<file path="src/rtl/fetch_unit.sv">
// Instruction fetch: owns the PC, redirect priority, stall/flush, and halts when the PC leaves the program.
// Optional FETCH_PERF_COUNTERS_EN adds saturating fetch_count/bubble_count outputs.
module fetch_unit #(
  parameter logic [31:0] RESET_PC     = 32'h0040_0000,
  parameter logic [31:0] TEXT_BASE    = 32'h0040_0000,
  parameter int          MEMORY_DEPTH = 32
) (
  input  logic        clk,
  input  logic        reset,
  input  logic        stall,
  input  logic        flush,
  input  logic        branch_taken,
  input  logic [31:0] branch_target,
  input  logic        jump,
  input  logic [25:0] jump_index,
  input  logic        jump_reg,
  input  logic [31:0] jr_target,
  input  logic [31:0] rom_instruction,
  output logic [31:0] rom_address,
  output logic [31:0] pc,
  output logic [31:0] ifid_instruction,
  output logic [31:0] ifid_pc_plus4,
  output logic        ifid_valid,
  output logic        halted
`ifdef FETCH_PERF_COUNTERS_EN
  ,
  output logic [31:0] fetch_count,
  output logic [31:0] bubble_count
`endif
);

  localparam logic [31:0] HALT_BOUND = TEXT_BASE + 32'(4 * MEMORY_DEPTH);

  typedef enum logic {ST_RUN, ST_HALT} state_t;

  state_t      r_state;
  logic [31:0] r_pc;
  logic [31:0] r_instr;
  logic [31:0] r_pc4;
  logic        r_valid;

  state_t      w_state_nxt;
  logic [31:0] w_pc_nxt;
  logic [31:0] w_instr_nxt;
  logic [31:0] w_pc4_nxt;
  logic        w_valid_nxt;
  logic        w_redirect;
  logic [31:0] w_target;
  logic [31:0] w_pc_plus4;
  logic [31:0] w_pc_cand;
  logic        w_out_of_range;
  logic        w_fetch_inc;
  logic        w_bubble_inc;

  assign w_redirect  = jump_reg | jump | branch_taken;
  assign w_pc_plus4  = r_pc + 32'd4;

  always_comb begin
    w_target = branch_target;
    if (jump_reg)  w_target = jr_target;
    else if (jump) w_target = {r_pc4[31:28], jump_index, 2'b00};
    w_target = w_target & ~32'h3;
  end

  assign w_pc_cand      = w_redirect ? w_target : (stall ? r_pc : w_pc_plus4);
  assign w_out_of_range = (w_pc_cand < TEXT_BASE) || (w_pc_cand >= HALT_BOUND);

  always_comb begin
    w_state_nxt  = r_state;
    w_pc_nxt     = r_pc;
    w_instr_nxt  = r_instr;
    w_pc4_nxt    = r_pc4;
    w_valid_nxt  = r_valid;
    w_fetch_inc  = 1'b0;
    w_bubble_inc = 1'b0;
    case (r_state)
      ST_RUN: begin
        // A stalled cycle counts once, whether or not it also takes a bubble.
        w_bubble_inc = stall;
        if (w_out_of_range && !stall) begin
          w_state_nxt  = ST_HALT;
          w_instr_nxt  = 32'h0;
          w_valid_nxt  = 1'b0;
          w_bubble_inc = 1'b1;
        end else begin
          w_pc_nxt = w_pc_cand;
          if (flush || w_redirect) begin
            w_instr_nxt  = 32'h0;
            w_valid_nxt  = 1'b0;
            w_bubble_inc = 1'b1;
          end else if (!stall) begin
            w_instr_nxt = rom_instruction;
            w_pc4_nxt   = w_pc_plus4;
            w_valid_nxt = 1'b1;
            w_fetch_inc = 1'b1;
          end
        end
      end
      ST_HALT: w_valid_nxt = 1'b0;
      default: w_state_nxt = ST_RUN;
    endcase
  end

  always_ff @(posedge clk) begin
    if (reset) begin
      r_state <= ST_RUN;
      r_pc    <= RESET_PC;
      r_instr <= 32'h0;
      r_pc4   <= 32'h0;
      r_valid <= 1'b0;
    end else begin
      r_state <= w_state_nxt;
      r_pc    <= w_pc_nxt;
      r_instr <= w_instr_nxt;
      r_pc4   <= w_pc4_nxt;
      r_valid <= w_valid_nxt;
    end
  end

  assign pc               = r_pc;
  assign rom_address      = r_pc - TEXT_BASE;
  assign ifid_instruction = r_instr;
  assign ifid_pc_plus4    = r_pc4;
  assign ifid_valid       = r_valid;
  assign halted           = (r_state == ST_HALT);

`ifdef FETCH_PERF_COUNTERS_EN
  logic [31:0] r_fetch_count;
  logic [31:0] r_bubble_count;

  always_ff @(posedge clk) begin
    if (reset) begin
      r_fetch_count  <= 32'h0;
      r_bubble_count <= 32'h0;
    end else begin
      if (w_fetch_inc && (r_fetch_count != 32'hFFFF_FFFF))
        r_fetch_count <= r_fetch_count + 32'd1;
      if (w_bubble_inc && (r_bubble_count != 32'hFFFF_FFFF))
        r_bubble_count <= r_bubble_count + 32'd1;
    end
  end

  assign fetch_count  = r_fetch_count;
  assign bubble_count = r_bubble_count;
`else
  logic w_unused_perf;
  assign w_unused_perf = w_fetch_inc ^ w_bubble_inc;
`endif

endmodule

</file>
<file path="config.mk">
export PLATFORM = sky130hd
export DESIGN_NAME = fetch_unit
export DESIGN_NICKNAME = d
export VERILOG_FILES = /design/src/rtl/fetch_unit.sv
export SDC_FILE = /design/constraint.sdc
export NUM_CORES = 1
export LEC_CHECK = 0
export BUFFER_PORTS_ARGS = -buffer_cell sky130_fd_sc_hd__buf_2
export CAP_MARGIN = 10
export CORE_MARGIN = 2
export CORE_UTILIZATION = 50
export DETAILED_ROUTE_END_ITERATION = 10
export PLACE_DENSITY_LB_ADDON = 0.05
export SYNTH_ARGS = -nofsm -noshare
export SYNTH_HDL_FRONTEND = slang
export SYNTH_SLANG_ARGS = --single-unit
</file>
<file path="constraint.sdc">
create_clock -name clk -period 9.21 [get_ports clk]
set_clock_uncertainty 0.15 [all_clocks]
set_input_delay 1.842 -clock clk [delete_from_list [all_inputs] [get_ports clk]]
set_output_delay 1.842 -clock clk [all_outputs]
set_load 0.005 [all_outputs]
</file>
==> impl_metrics.py <==
metrics = {
    "status": {
        "outcome": "complete, no violations",
    },
    "grt": {
        "antenna_found_initial": 0,
        "grt_pass1_vias": 4931,
        "grt_pass1_wl_mm": 25.16,
        "grt-ovfl-total": 0,
        "grt_max_degree": 56,
        "track_usage": 0.2792,
    },
    "finish": {
        "final_common_cell": "buf_2",
        "area_delta_synth_final_pct": 25.01,
        "layout-drive-gt1-share": 0.3633,
        "nets": 917,
        "multi_input_area_um2": 2795,
        "seqCellArea_um2": 1962,
        "mostFrequentLayoutCells": "buf_2, dfxtp_1, nor2_1, nand2_1, a22o_1",
        "num_antenna_cells": 0,
        "fill_cells": 941,
    },
    "critical_path": {
        "cp-start-kind": "input pin",
        "worst-path-max-fanout": 33,
        "cp-end-kind": "flop",
        "cp.arrival_ns": 6.26,
        "required_ns": 9.34,
        "cp_common_cell": "or3_1",
        "critPathMaxStageDelay_ns": 0.86,
        "crit_type": "input pin to flop",
        "r2r_end": "pc[18]$_SDFFE_PP0P_",
        "r2r-start": "pc[2]$_SDFFE_PP0P_",
        "path_delay_family": "simple AND/OR/NAND/NOR gates",
        "reg2regPathDepth": 11,
        "worst-path-buf-inv": 2,
        "r2r_setup_slack_ns": 4.22,
        "crit_slowest_cell": "or3_1",
        "crit_path_cell_trace": "buf_2 > or3_1 > nor4b_1 > or3_1 > or3_1 > or4_4 > o41ai_4 > buf_4 > o21ai_1 > a32o_1",
    },
    "synthesis": {
        "yosysWarnings": 0,
        "ys_types": 60,
        "synth_cells": 588,
        "synth-edff-count": 0,
        "syn_nets": 720,
        "syn_area_um2": 5187,
        "ys_seq_area_frac": 0.3782,
        "ys_ff_latch": 98,
        "async_flop_share": 0,
        "synth_ff_type": "dfxtp_1",
        "avgSynthCellArea_um2": 8.822,
    },
    "sta": {
        "hold_viol": 0,
        "finalMaxSlewViolations": 0,
        "fin_setup_tns_ns": 0,
        "relSlewSlack": 0.2456,
        "finalCritPeriodShare": 0.6654,
        "setup_viol": 0,
        "worst_slew_pin_slew_ns": 1.126,
        "max_freq_mhz": 163.2,
        "fin_crit_ns": 6.128,
        "rsz0062_at_grt": "false",
    },
    "clock_tree": {
        "post_cts_buffers": 0,
        "cts-htree-levels": 3,
        "cts-root-buf": "clkbuf_8",
        "ctsResizeCount": 0,
        "holdBufCountCts": 0,
        "cts_buffers": 9,
        "clockBufferDepth": 2,
        "insertion_delay_ns": 0.38,
        "tritoncts": "done",
        "cts.sinks": 98,
        "clk_pin_slew_ns": 0.11,
    },
    "route": {
        "drtIter0Drc": 408,
        "drt-vias-per-instance": 5.718,
        "ant_nets": 0,
        "via_count": 5295,
        "wl_per_cell_um": 17.29,
        "drtPass1Iterations": 5,
        "drt_wl_total_mm": 16.01,
        "drc": 0,
    },
    "power": {
        "vdd_drop_max_mv": 0.07308,
        "powerDensity_nw_per_um2": 136.2,
        "p_leak_nw": 3.054,
        "p_total_mw": 0.8834,
    },
    "min_path": {
        "min_to": "ifid_pc_plus4[11]$_SDFFE_PP0P_",
        "worstHoldPathCells": 1,
        "hold_start": "ifid_pc_plus4[11]$_SDFFE_PP0P_",
        "hold_class": "flop to flop",
    },
    "placed_design": {
        "dp_hpwl_mm": 11.66,
        "portBuffers": 254,
        "place.gp.congestion": 0.8649,
    },
    "floorplan": {
        "row_count": 37,
        "initial_core_util": 0.5093,
        "core_um2": 10180,
        "die_h_um": 105.9,
        "die_x_um": 105.9,
        "ioPinCount": 259,
        "die_area_um2": 11210,
    },
    "flow_run": {
        "drv_cap": 0,
    },
}
==> final cells by class <==
cell class,instances,area share
inverters,9,0.005209
multi-input cells,409,0.4310
flip-flops and latches,98,0.3025
well taps,136,0.02624
clock buffers,9,0.01910
repair buffers,258,0.2037
clock inverters,7,0.01216
==> flip-flops by register name, indices dropped and copies added (netlist names) <==
name              flops
halted                1
ifid_instruction     32
ifid_pc_plus4        32
ifid_valid            1
pc                   32
==> synthesized netlist by cell type (all sizes together), types with 2 or more instances <==
| cell | n | share of area |
|---|---|---|
| o31ai | 6 | 0.0087 |
| a32o | 4 | 0.0077 |
| and4b | 2 | 0.0046 |
| a22oi | 18 | 0.026 |
| and4 | 6 | 0.010 |
| o22ai | 4 | 0.0048 |
| and2 | 27 | 0.033 |
| a21oi | 10 | 0.0096 |
| dfxtp | 98 | 0.38 |
| or3 | 6 | 0.0082 |
| o211ai | 6 | 0.0087 |
| xnor2 | 15 | 0.025 |
| a22o | 32 | 0.054 |
| o32ai | 2 | 0.0034 |
| ha | 3 | 0.0072 |
| buf | 40 | 0.055 |
| and3 | 3 | 0.0036 |
| a31oi | 5 | 0.0060 |
| nand2b | 4 | 0.0048 |
| nand4b | 3 | 0.0051 |
| nand2 | 44 | 0.032 |
| o21ai | 19 | 0.018 |
| o221ai | 8 | 0.014 |
| a221oi | 2 | 0.0034 |
| nand4 | 12 | 0.014 |
| nand3 | 16 | 0.017 |
| nand3b | 4 | 0.0058 |
| o41ai | 2 | 0.0070 |
| xor2 | 8 | 0.014 |
| nor3 | 11 | 0.013 |
| nor2 | 48 | 0.035 |
| a211oi | 12 | 0.017 |
| inv | 8 | 0.0058 |
| or4 | 9 | 0.014 |
| a221o | 7 | 0.014 |
| nor4 | 10 | 0.018 |
| nor2b | 5 | 0.0060 |
| mux2i | 24 | 0.046 |
| clkbuf | 32 | 0.023 |
| nor3b | 4 | 0.0058 |
==> cell families (layout without fill, tap and decap cells) <==
| logic type | count (synthesis) | after routing | share of synthesized area |
|---|---|---|---|
| and+or+nand+nor | 217 | 217 | 0.2340 |
| xor gates and xnor gates | 23 | 23 | 0.03883 |
| buffers and inverters | 81 | 283 | 0.08490 |
| adders and majority gates | 3 | 3 | 0.007237 |
| AOI/OAI and AO/OA | 142 | 142 | 0.2106 |
| DFF | 98 | 98 | 0.3782 |
| muxes | 24 | 24 | 0.04631 |
==> routing by layer <==
layer  share of wire  vias to the layer above  track usage
met2            0.48                      259       0.4622
met5               0                        -            0
met3           0.073                       20      0.04947
li1                -                     2532            -
met4           0.013                        0      0.08271
met1            0.44                     2484       0.3725
==> report_power, final <==
part           leakage, nW  switching (mW)  total [mW]  internal [mW]
clock                0.102           0.178       0.286          0.108
sequential           0.794          0.0228       0.455          0.433
combinational         2.16          0.0748       0.142         0.0671
==> stage by stage <==
step                instance area, um2  worst slack [ns]  instances  hold slack (ns)  utilization
finish                            6485             3.082        926           0.3171       0.6367
CTS                               6457             3.094        925           0.3200       0.6340
detailed placement                6255             2.678        909           0.2889       0.6141
global placement                  6255             2.731        909           0.2883       0.6141
floorplan                         5187             4.162        588           0.3048            -
global route                      6485             2.763        926           0.3318       0.6367
==> worst max-delay path by stage <==
stage | startpoint | to | slack [ns] | depth (start not counted)
4_1_cts | jump_reg | pc[18]$_SDFFE_PP0P_ | 3.09 | 11
5_1_grt | jump_reg | pc[18]$_SDFFE_PP0P_ | 2.76 | 11
3_5_place_dp | jump_reg | pc[18]$_SDFFE_PP0P_ | 2.68 | 11
3_3_place_gp | jump_reg | pc[18]$_SDFFE_PP0P_ | 2.73 | 11
2_1_floorplan | stall | pc[18]$_SDFFE_PP0P_ | 4.16 | 10
6_report | jump | pc[18]$_SDFFE_PP0P_ | 3.08 | 10
(Power assumes the default switching activity.)
